==> config.mk <==
export PLATFORM = sky130hd
export DESIGN_NAME = mult32_seq
export DESIGN_NICKNAME = d
export VERILOG_FILES = /design/src/rtl/mult_pkg.sv /design/src/rtl/adder32bit.sv /design/src/rtl/mult32_seq.sv
export SDC_FILE = /design/constraint.sdc
export NUM_CORES = 1
export LEC_CHECK = 0
export CAP_MARGIN = 20
export CORE_MARGIN = 5
export CORE_UTILIZATION = 50
export DETAILED_ROUTE_END_ITERATION = 8
export PLACE_DENSITY = 0.82
export SETUP_SLACK_MARGIN = 0.4
export SKIP_CTS_REPAIR_TIMING = 1
export SYNTH_ARGS = -nofsm -noshare
export SYNTH_HDL_FRONTEND = slang
export SYNTH_SLANG_ARGS = --single-unit
export TNS_END_PERCENT = 5
==> constraint.sdc <==
create_clock -name clk -period 14.3 [get_ports clk]
set_clock_uncertainty 0.05 [all_clocks]
set_input_delay 1.43 -clock clk [delete_from_list [all_inputs] [get_ports clk]]
set_output_delay 1.43 -clock clk [all_outputs]
set_load 0.05 [all_outputs]
==> src/rtl/mult_pkg.sv <==
// Shared definitions for the iterative multiply unit: FSM encoding and iteration count.
package mult_pkg;

  typedef enum logic [1:0] {
    S_IDLE = 2'd0,
    S_RUN  = 2'd1,
    S_DONE = 2'd2
  } mult_state_t;

  localparam int MULT_ITERS = 32;

endpackage

==> src/rtl/adder32bit.sv <==
// 32-bit ripple-carry adder with carry-out and signed-overflow flag.
module adder32bit #(
  parameter int WIDTH = 32
) (
  input  logic             c_in,
  input  logic [WIDTH-1:0] x,
  input  logic [WIDTH-1:0] y,
  output logic [WIDTH-1:0] sum,
  output logic             c_out,
  output logic             v
);

  logic [WIDTH:0] w_c;

  assign w_c[0] = c_in;

  // One full-adder cell per bit, carry rippling upward.
  for (genvar gi = 0; gi < WIDTH; gi++) begin : g_fa
    assign sum[gi]     = x[gi] ^ y[gi] ^ w_c[gi];
    assign w_c[gi + 1] = (x[gi] & y[gi]) | (w_c[gi] & (x[gi] ^ y[gi]));
  end

  assign c_out = w_c[WIDTH];
  // Overflow when the carry into the sign bit differs from the carry out of it.
  assign v     = w_c[WIDTH] ^ w_c[WIDTH-1];

endmodule

==> src/rtl/mult32_seq.sv <==
// Sequential unsigned 32x32->64 shift-add multiplier. One shared ripple adder
// is stepped through 32 iterations; start/busy/done handshake.
module mult32_seq
  import mult_pkg::*;
#(
  parameter int WIDTH = 32  // must match the adder32bit width; only 32 is supported
) (
  input  logic               clk,
  input  logic               rst,
  input  logic               start,
  input  logic [WIDTH-1:0]   x,
  input  logic [WIDTH-1:0]   y,
  output logic               busy,
  output logic               done,
  output logic [2*WIDTH-1:0] product
);

  localparam logic [4:0] LAST_CNT = 5'(MULT_ITERS - 1);

  mult_state_t        r_state;
  mult_state_t        w_state_next;
  logic [WIDTH-1:0]   r_m;
  // Product/multiplier shift register {hi, lo}. The adder carry is shifted
  // straight into hi[31] each step, so the top "carry" bit of the 65-bit
  // working value is always zero after a shift and need not be stored.
  logic [2*WIDTH-1:0] r_p;
  logic [4:0]         r_cnt;

  logic [WIDTH-1:0]   w_sum;
  logic               w_c_out;
  logic               w_v_unused;

  adder32bit #(
    .WIDTH(WIDTH)
  ) u_adder (
    .c_in (1'b0),
    .x    (r_p[2*WIDTH-1:WIDTH]),
    .y    (r_m),
    .sum  (w_sum),
    .c_out(w_c_out),
    .v    (w_v_unused)
  );

  // State register.
  always_ff @(posedge clk or posedge rst) begin
    if (rst) begin
      r_state <= S_IDLE;
    end else begin
      r_state <= w_state_next;
    end
  end

  // Next-state logic: start only matters in IDLE; DONE lasts one cycle.
  always_comb begin
    w_state_next = r_state;
    case (r_state)
      S_IDLE: if (start) w_state_next = S_RUN;
      S_RUN:  if (r_cnt == LAST_CNT) w_state_next = S_DONE;
      S_DONE: w_state_next = S_IDLE;
      default: w_state_next = S_IDLE;
    endcase
  end

  // Datapath: operand capture on accept, one shift-add step per RUN cycle.
  always_ff @(posedge clk or posedge rst) begin
    if (rst) begin
      r_m   <= '0;
      r_p   <= '0;
      r_cnt <= '0;
    end else begin
      case (r_state)
        S_IDLE: begin
          if (start) begin
            r_m   <= x;
            r_p   <= {{WIDTH{1'b0}}, y};
            r_cnt <= '0;
          end
        end
        S_RUN: begin
          if (r_p[0]) begin
            r_p <= {w_c_out, w_sum, r_p[WIDTH-1:1]};
          end else begin
            r_p <= {1'b0, r_p[2*WIDTH-1:WIDTH], r_p[WIDTH-1:1]};
          end
          r_cnt <= r_cnt + 5'd1;
        end
        default: ;
      endcase
    end
  end

  // Handshake outputs are pure decodes of the state register.
  assign busy    = (r_state == S_RUN);
  assign done    = (r_state == S_DONE);
  assign product = r_p;

endmodule

==> results.sh, run 1 <==
export IMPL_initial_utilization=0.513
export IMPL_grt_pass1_vias=4286
export IMPL_cellPowerDensity_nw_per_um2=266
export IMPL_async_reset_ff_frac=1.00
export IMPL_cpMaxStageDelayCell="fa_1"
export IMPL_switching_share=0.475
export IMPL_p_sw_uw=877
export IMPL_insertion_delay_ns=0.36
export IMPL_ys_top_cells_by_count="dfrtp_1 (103), o21ai_0 (66), nand2_1 (44), nor2b_1 (34), a21oi_1 (32)"
export IMPL_row_count=37
export IMPL_die_area_um2=12800
export IMPL_drtIter0Drc=212
export IMPL_hpwl_um=8690
export IMPL_place_gp_congestion=0.835
export IMPL_yosysWarningCount=0
export IMPL_yosysMostFrequentCell="dfrtp_1"
export IMPL_via_per_inst=5.51
export IMPL_peakVddDrop_mv=0.163
export IMPL_final_hold_violation_count=0
export IMPL_synthToLayoutAreaGrowth_pct=30.9
export IMPL_synthAdderAreaFrac=0.124
export IMPL_setup_viol=0
export IMPL_hold_path_class="register to register"
export IMPL_fin_area_um2=6960
export IMPL_slowest_delay_ns=0.47
export IMPL_vias=4012
export IMPL_avgSynthCellArea_um2=11.3
export IMPL_max_cap_violations=0
export IMPL_io_buffers=132
export IMPL_synth_cell_type_count=29
export IMPL_synth_xor_area_frac=0
export IMPL_maxSlewViolCount=0
export IMPL_post_route_min_period_ns=12.57
export IMPL_fmax_ghz=0.0795
export IMPL_clockBufferDepth=2
export IMPL_min_period_over_period=0.879
export IMPL_wire_per_inst_um=17.0
export IMPL_cp_arrival_ns=12.81
export IMPL_ys_flop_type="dfrtp_1"
export IMPL_synth_seq_cells=103
export IMPL_synth_largest_area_cell="dfrtp_1"
export IMPL_max_slew_margin_rel=0.306
export IMPL_synth_area_um2=5320
export IMPL_root_buffer="clkbuf_8"
export IMPL_core_um2=10400
export IMPL_synth_compound_area_frac=0.153
export IMPL_comb_power_share=0.567
export IMPL_drtAntennaViolNets=0
export IMPL_leakage_uw=0.00286
export IMPL_antenna_found_initial=0
export IMPL_intPower_uw=971
export IMPL_routed_wl_um=12400
export IMPL_setup_worst_path_start_class="register"
export IMPL_crit_required_ns=14.53
export IMPL_grt_pass1_wl_um=21100
export IMPL_synth_simple_area_share=0.0814
export IMPL_cp_common_cell="fa_1"
export IMPL_setup_tns_final_ns=0
export IMPL_rsz0062_at_grt="no"
export IMPL_drive_gt1_frac=0.0929
export IMPL_clk_pin_slew_ns=0.10
export IMPL_post_synth_top_area_fraction=0.485
export IMPL_cts_tree="built"
export IMPL_grt_start_max_net_pins=54
export IMPL_p_clk_frac=0.110
export IMPL_status="finished clean"
export IMPL_drc=0
export IMPL_path_max_fanout=4
export IMPL_syn_inst=472
export IMPL_synth_top_family_by_area="compound AO/OA/AOI/OAI gates"
export IMPL_clock_sinks=103
export IMPL_io_pins=133
export IMPL_postPlaceCellArea_um2=6710
export IMPL_cts_buffers=9
export IMPL_post_route_util=0.671
export IMPL_p_seq_frac=0.323
export IMPL_grt_util_all_layers=0.203
export IMPL_first_pass_iters=5
export IMPL_dpl_cell_count=712
export IMPL_cts_htree_levels=3
export IMPL_grt_ovfl_total=0
export IMPL_fin_cells=728
export IMPL_ys_seq_area_frac=0.485
export IMPL_die_h_um=113
export IMPL_worst_pin_slew_ns=1.04
export IMPL_synth_nets=573
export IMPL_netlist_top_cells_area="dfrtp_1 (48%), fa_1 (12%), o21ai_0 (6.2%)"
export IMPL_die_w_um=113
export IMPL_synth_edf_count=0
export IMPL_end_kind="register"
export IMPL_n_antenna_cell=0
export IMPL_synth_mux_area_frac=0.110
export IMPL_nets=689
export IMPL_path_class="register to register"
[critical path, delay by kind of cell (launching register included)]
kind | cells | cell delay [ns]
adder cells (fa/ha/maj) | 32 | 11.40
flip-flops | 1 | 0.43
buffers and inverters | 6 | 0.38
AO/OA/AOI/OAI | 1 | 0.17
multiplexers | 1 | 0.06
[routing by layer]
metal	global-route usage	routed length, um	part of all wire
met1	0.268	5270	0.43
met2	0.327	5990	0.48
met3	0.0588	973	0.079
met4	0.0601	150	0.012
met5	0	0	0
[cells by family (layout without fill, tap and decap cells)]
| family | Yosys count | count (layout) |
|---|---|---|
| AO/OA/AOI/OAI | 143 | 143 |
| adder cells (fa/ha/maj) | 34 | 34 |
| buffers and inverters | 52 | 172 |
| flip-flops | 103 | 103 |
| multiplexers | 55 | 55 |
| AND/OR/NAND/NOR | 85 | 85 |
[sequential cells by signal, summed over array words and instances (netlist names)]
| register | cells |
|---|---|
| product | 64 |
| r_state | 2 |
| r_cnt | 5 |
| r_m | 32 |
[final cells by class]
type / instances / area (um2)
Tap cell: 136 / 170
Timing Repair Buffer: 138 / 1410
Multi-Input combinational cell: 317 / 2510
Inverter: 19 / 73.8
Sequential cell: 103 / 2580
Fill cell: 809 / 3410
Clock buffer: 10 / 138
Clock inverter: 5 / 82.6
[through the flow]
stage               setup slack [ns]  hold slack [ns]  power [uW]
floorplan                       2.15            0.388        1320
global placement                2.07            0.413        1590
detailed placement              1.73            0.428        1660
CTS                             1.69            0.441        1860
global route                    1.26            0.454        2010
finish                          1.73            0.431        1850
[final timing paths]
| kind | start | to | slack (ns) | cells past startpoint |
|---|---|---|---|---|
| min in group asynchronous | rst | product[34] | 1.45 | 2 |
| hold / removal | r_cnt[3] | r_cnt[3] | 0.43 | 1 |
| max in group asynchronous | rst | product[0] | 11.61 | 3 |
| hold reg to reg | r_cnt[3] | r_cnt[3] | 0.43 | 1 |
| setup reg to reg | product[32] | product[62] | 1.73 | 40 |
| setup / recovery | product[32] | product[62] | 1.73 | 40 |
[power groups by stage]
stage,registers [uW],clock network [uW],logic (uW)
2_1_floorplan,842,0,478
3_3_place_gp,604,0,987
3_5_place_dp,614,0,1040
4_1_cts,610,208,1040
5_1_grt,627,220,1160
6_report,597,203,1050
[placed cells by master (no fill, tap or decap)]
cell / instances
nand4_1: 1
nor2_1: 1
nand2b_4: 1
nand2b_1: 1
inv_4: 1
buf_4: 4
and2_1: 1
fa_1: 31
a22o_1: 2
a32o_1: 1
o21ai_1: 7
o31ai_1: 1
clkinv_4: 2
o21bai_4: 1
clkinv_2: 1
nor3b_4: 1
inv_2: 1
a211oi_1: 1
bufinv_16: 2
clkdlybuf4s50_1: 132
a22oi_1: 31
o21ai_0: 66
dfrtp_1: 102
nor2b_2: 1
ha_1: 3
nor2b_1: 33
clkbuf_8: 10
nand2_1: 44
and3_1: 1
mux2_2: 27
mux2i_1: 28
dfrtp_2: 1
a21oi_1: 32
buf_16: 2
o21bai_1: 1
inv_1: 17
(Power assumes the default switching activity.)
==> run 2, diff against run 1 <==
--- a/config.mk
+++ b/config.mk
@@ -5,11 +5,12 @@
 export SDC_FILE = /design/constraint.sdc
 export NUM_CORES = 1
 export LEC_CHECK = 0
+export ABC_AREA = 1
 export CAP_MARGIN = 20
 export CORE_MARGIN = 5
-export CORE_UTILIZATION = 50
+export CORE_UTILIZATION = 49
 export DETAILED_ROUTE_END_ITERATION = 8
-export PLACE_DENSITY = 0.82
+export PLACE_DENSITY = 0.81
 export SETUP_SLACK_MARGIN = 0.4
 export SKIP_CTS_REPAIR_TIMING = 1
 export SYNTH_ARGS = -nofsm -noshare
==> run 2 against run 1 <==
  * Synthesized cell count rose by 19%
  * Sequential share of layout area rose by 2.2 points
  * Die area fell by 2.6%
  * Combinational power barely moved
  * Critical endpoint unchanged
==> results.sh, run 2 <==
export IMPL_status="finished clean"
export IMPL_largest_reg_flops=64
export IMPL_cts_tree="built"
export IMPL_die_w_um=112
export IMPL_synthAdderAreaFrac=0.130
export IMPL_syn_inst=562
export IMPL_hold_path_class="register to register"
export IMPL_dpl_cell_count=804
export IMPL_end_kind="register"
export IMPL_leakage_uw=0.00301
export IMPL_cp_common_cell="fa_1"
export IMPL_synth_top_family_by_area="simple AND/OR/NAND/NOR gates"
export IMPL_max_cap_violations=0
export IMPL_met1_length_um=5110
export IMPL_final_common_cell="nand2_1"
export IMPL_cellPowerDensity_nw_per_um2=267
export IMPL_synth_compound_area_frac=0.0756
export IMPL_synth_mux_area_frac=0
export IMPL_post_route_min_period_ns=12.63
export IMPL_drtAntennaViolNets=0
export IMPL_via_per_inst=5.08
export IMPL_path_class="register to register"
export IMPL_min_period_over_period=0.883
export IMPL_peakVddDrop_mv=0.153
export IMPL_cpMaxStageDelayCell="dfrtp_1"
export IMPL_drtIter0Drc=339
export IMPL_ys_flop_type="dfrtp_1"
export IMPL_crit_family="adder cells"
export IMPL_met3WireLength_um=626
export IMPL_vias=4166
export IMPL_hpwl_um=8570
export IMPL_cp_num_buf_inv=6
export IMPL_mostFrequentLayoutCells="nand2_1 (228), clkdlybuf4s50_1 (132), dfrtp_1 (103)"
export IMPL_routed_top_layer="met4"
export IMPL_setup_tns_final_ns=0
export IMPL_io_buffers=132
export IMPL_ys_seq_area_frac=0.509
export IMPL_synth_seq_cells=103
export IMPL_routed_wl_um=12100
export IMPL_async_reset_ff_frac=1.00
export IMPL_io_pins=133
export IMPL_drive_gt1_frac=0.0380
export IMPL_initial_utilization=0.497
export IMPL_die_h_um=112
export IMPL_fmax_ghz=0.0792
export IMPL_max_slew_margin_rel=0.346
export IMPL_grt_util_all_layers=0.203
export IMPL_maxSlewViolCount=0
export IMPL_n_antenna_cell=0
export IMPL_synthToLayoutAreaGrowth_pct=29.8
export IMPL_synth_cell_type_count=20
export IMPL_setup_viol=0
export IMPL_clk_pin_slew_ns=0.09
export IMPL_n_fill_cell=829
export IMPL_cts_htree_levels=3
export IMPL_core_um2=10200
export IMPL_crit_required_ns=14.48
export IMPL_clockBufferDepth=2
export IMPL_row_count=37
export IMPL_antenna_found_initial=0
export IMPL_place_gp_congestion=0.808
export IMPL_ys_top_cells_by_count="nand2_1 (228), dfrtp_1 (103), o21ai_0 (38), nand3_1 (34), fa_1 (31)"
export IMPL_setup_worst_path_start_class="register"
export IMPL_grt_start_max_net_pins=73
export IMPL_final_hold_violation_count=0
export IMPL_insertion_delay_ns=0.36
export IMPL_synth_simple_area_share=0.231
export IMPL_fin_cells=820
export IMPL_netlist_top_cells_area="dfrtp_1 (51%), nand2_1 (17%), fa_1 (12%)"
export IMPL_yosysMostFrequentCell="nand2_1"
export IMPL_synth_edf_count=0
export IMPL_multi_input_area_um2=2210
export IMPL_rsz0062_at_grt="no"
export IMPL_cts_buffers=9
export IMPL_slowest_delay_ns=0.43
export IMPL_yosysWarningCount=0
export IMPL_holdWs_ns=0.441
export IMPL_drc=0
export IMPL_dr_wl_met2_um=6050
export IMPL_regArea_um2=2580
export IMPL_synth_area_um2=5060
export IMPL_synth_nets=663
export IMPL_synth_xor_area_frac=0
export IMPL_cp_arrival_ns=12.81
export IMPL_worst_pin_slew_ns=0.979
export IMPL_post_synth_top_area_fraction=0.509
export IMPL_root_buffer="clkbuf_8"
export IMPL_clock_sinks=103
export IMPL_grt_pass1_wl_um=20600
export IMPL_nets=780
export IMPL_die_area_um2=12500
export IMPL_path_max_fanout=4
export IMPL_grt_ovfl_total=0
export IMPL_first_pass_iters=4
export IMPL_wire_per_inst_um=14.7
export IMPL_grt_pass1_vias=4198
export IMPL_synth_largest_area_cell="dfrtp_1"
export IMPL_avgSynthCellArea_um2=9.01
-- run 2: changes by cell type in the layout (fill, tap and decap cells not counted), moves of 16 or more --
cell     delta
nand2_1   +184
o21ai_1    +16
o21ai_0    -28
nand3_1    +34
a21oi_1    -30
mux2_2     -27
a22oi_1    -31
mux2i_1    -28
nor2b_1    -33
nor2_1     +27
-- run 2: layer usage --
layer  vias up  global-route usage
met5         -                   0
met4         0              0.0819
met3        25              0.0397
met2       129               0.328
met1      2013               0.270
li1       1999                   -
-- run 2: area by class of cell --
type / instances / share of cell area
Multi-Input combinational cell: 401 / 0.336
Inverter: 28 / 0.0164
Clock inverter: 4 / 0.00343
Timing Repair Buffer: 136 / 0.206
Tap cell: 136 / 0.0259
Clock buffer: 12 / 0.0206
Sequential cell: 103 / 0.392
-- run 2: logic make-up (layout without fill, tap and decap cells) --
| family | count (synthesis) | in the layout |
|---|---|---|
| AO/OA/AOI/OAI | 72 | 72 |
| AND/OR/NAND/NOR | 295 | 295 |
| flip-flops | 103 | 103 |
| adder cells (fa/ha/maj) | 34 | 34 |
| buffers and inverters | 58 | 180 |
-- run 2: power by group --
group,switching (uW),total [uW],internal [uW]
combinational,651,1020,366
clock,96.3,159,62.8
sequential,139,576,438
-- run 2: through the flow --
step | instance area (um2) | util | total power [uW] | worst slack (ns)
final | 6570 | 0.645 | 1750 | 1.67
after global routing | 6570 | 0.645 | 1910 | 1.24
after CTS | 6570 | 0.645 | 1770 | 1.66
after detailed placement | 6410 | 0.630 | 1610 | 1.70
after global placement | 6410 | 0.630 | 1570 | 1.93
after floorplan | 5060 | - | 1280 | 2.10
-- run 2: worst reg2reg max path: cells and delay by family (launching register included) --
| kind | cells | cell delay, ns |
|---|---|---|
| fa+ha+maj | 32 | 11.31 |
| buf+inv | 6 | 0.39 |
| flops | 1 | 0.43 |
| compound gates | 2 | 0.31 |
-- run 2: worst paths after layout --
kind	cells after the start	slack, ns	to	from
worst max-delay path	40	1.67	product[62]	product[32]
worst min-delay path	2	0.44	r_cnt[4]	r_cnt[4]
worst max register to register	40	1.67	product[62]	product[32]
worst min register to register	2	0.44	r_cnt[4]	r_cnt[4]
max in group asynchronous	3	11.60	r_m[13]	rst
min in group asynchronous	2	1.36	product[8]	rst
==> run 3, diff against run 2 <==
--- a/config.mk
+++ b/config.mk
@@ -15,5 +15,6 @@
 export SKIP_CTS_REPAIR_TIMING = 1
 export SYNTH_ARGS = -nofsm -noshare
 export SYNTH_HDL_FRONTEND = slang
+export SYNTH_HIERARCHICAL = 1
 export SYNTH_SLANG_ARGS = --single-unit
 export TNS_END_PERCENT = 5
==> run 3 against run 2 <==
  * Final cell count grew 2.3%
  * Sequential cell count unchanged
  * Total power is 4.2% higher
  * First-iteration DRC count fell by 29%
  * Critical path type unchanged
  * Combinational power hardly changed
==> results.sh, run 3 <==
export IMPL_cellPowerDensity_nw_per_um2=274
export IMPL_cts_tree="built"
export IMPL_cts_buffers=9
export IMPL_initial_utilization=0.498
export IMPL_post_route_util=0.651
export IMPL_setup_worst_path_start_class="register"
export IMPL_drtIter0Drc=239
export IMPL_drc=0
export IMPL_met3WireLength_um=619
export IMPL_final_hold_violation_count=0
export IMPL_clk_pin_slew_ns=0.11
export IMPL_mostFrequentLayoutCells="nand2_1 (228), clkdlybuf4s50_1 (132), dfrtp_1 (103)"
export IMPL_cts_htree_levels=3
export IMPL_core_um2=10200
export IMPL_io_pins=133
export IMPL_fmax_ghz=0.0747
export IMPL_status="finished clean"
export IMPL_first_pass_iters=5
export IMPL_row_count=37
export IMPL_worst_pin_slew_ns=1.01
export IMPL_drive_gt1_frac=0.0384
export IMPL_antenna_found_initial=0
export IMPL_io_buffers=132
export IMPL_via_per_inst=5.03
export IMPL_p_seq_frac=0.324
export IMPL_grt_pass1_wl_um=21000
export IMPL_die_area_um2=12500
export IMPL_path_class="register to register"
export IMPL_peakVddDrop_mv=0.223
export IMPL_maxSlewViolCount=0
export IMPL_hold_path_class="register to register"
export IMPL_grt_ovfl_total=0
export IMPL_insertion_delay_ns=0.36
export IMPL_path_max_fanout=4
export IMPL_die_h_um=112
export IMPL_avgSynthCellArea_um2=8.77
export IMPL_wire_per_inst_um=14.6
export IMPL_rsz0062_at_grt="no"
export IMPL_clockBufferDepth=2
export IMPL_grt_pass1_vias=4395
export IMPL_p_sw_uw=923
export IMPL_largest_reg_flops=64
export IMPL_routed_top_layer="met4"
export IMPL_cpMaxStageDelayCell="dfrtp_1"
export IMPL_crit_start="product[32]"
export IMPL_setup_viol=0
export IMPL_p_clk_frac=0.102
export IMPL_pre_cts_slack_ns=0.997
export IMPL_grt_start_max_net_pins=70
export IMPL_setup_tns_final_ns=0
export IMPL_die_w_um=112
export IMPL_synthToLayoutAreaGrowth_pct=30.6
export IMPL_cp_arrival_ns=13.63
export IMPL_rrSetupSlack_ns=0.91
export IMPL_vias=4216
export IMPL_drtAntennaViolNets=0
export IMPL_clock_sinks=103
export IMPL_synth_nets=682
export IMPL_n_antenna_cell=0
export IMPL_p_total_uw=1830
export IMPL_leakage_uw=0.00309
export IMPL_yosysWarningCount=6
export IMPL_met1_length_um=5110
export IMPL_fin_ws_ns=0.906
export IMPL_final_common_cell="nand2_1"
export IMPL_max_cap_violations=0
export IMPL_routed_wl_um=12300
export IMPL_hpwl_um=8570
export IMPL_cp_common_cell="fa_1"
export IMPL_slowest_delay_ns=0.43
export IMPL_end_kind="register"
export IMPL_grt_util_all_layers=0.204
export IMPL_switching_share=0.506
export IMPL_dr_wl_met2_um=6280
export IMPL_root_buffer="clkbuf_8"
export IMPL_post_route_min_period_ns=13.39
export IMPL_synth_area_um2=5100
export IMPL_rr_endpoint="product[62]"
export IMPL_hold_depth=2
export IMPL_max_slew_margin_rel=0.325
export IMPL_min_period_over_period=0.937
export IMPL_comb_power_share=0.574
export IMPL_syn_inst=581
export IMPL_place_gp_congestion=0.810
export IMPL_intPower_uw=902
export IMPL_nets=799
export IMPL_crit_required_ns=14.54
export IMPL_rr_startpoint="product[32]"
export IMPL_worstSetupEndpoint="product[62]"
export IMPL_reg2reg_depth=38
-- run 3: changes by cell type in the layout (fill, tap and decap cells not counted), sizes merged --
cell	delta
nor2	+27
o21ai	+13
nand3	-11
o211ai	-9
clkbuf	-2
bufinv	+1
clkinvlp	+1
conb	+1
fa	+1
ha	-1
inv	-1
nand2	-1
-- run 3: critical path: cells and delay by family, from the launching register on --
family	cells	cell delay (ns)
AOI/OAI and AO/OA	2	0.21
DFF	1	0.43
adders and majority gates	32	12.39
buffers and inverters	4	0.24
-- run 3: power groups by stage --
stage / Sequential [uW] / Combinational, uW / Clock (uW)
after global placement: 589 / 1000 / 0
after floorplan: 878 / 423 / 0
after CTS: 593 / 1060 / 188
after detailed placement: 597 / 1050 / 0
final: 592 / 1050 / 185
after global routing: 619 / 1160 / 201
-- run 3: routing by layer --
| layer | vias up | track usage |
|---|---|---|
| li1 | 2037 | - |
| met5 | - | 0 |
| met4 | 0 | 0.0649 |
| met1 | 2015 | 0.266 |
| met3 | 20 | 0.0326 |
| met2 | 144 | 0.350 |
-- run 3: layout make-up --
class,instances,area (um2)
Sequential cell,103,2580
Timing Repair Buffer,136,1350
Clock inverter,6,71.3
Fill cell,837,3570
Tap cell,136,170
Multi-Input combinational cell,421,2250
Inverter,27,104
Clock buffer,10,128
-- run 3: per-stage QoR --
| stage | hold WS (ns) | cell area [um2] | cells |
|---|---|---|---|
| after floorplan | 0.398 | 5100 | 581 |
| final | 0.440 | 6660 | 839 |
| after global routing | 0.485 | 6660 | 839 |
| after detailed placement | 0.421 | 6460 | 823 |
| after CTS | 0.445 | 6660 | 839 |
| after global placement | 0.410 | 6460 | 823 |
-- run 3: how the worst min path moves through the flow --
stage,endpoint,from
floorplan,r_cnt[4],r_cnt[4]
global placement,r_cnt[4],r_cnt[4]
detailed placement,r_m[31],r_m[31]
CTS,r_m[31],r_m[31]
global route,r_cnt[4],r_cnt[4]
finish,r_m[31],r_m[31]
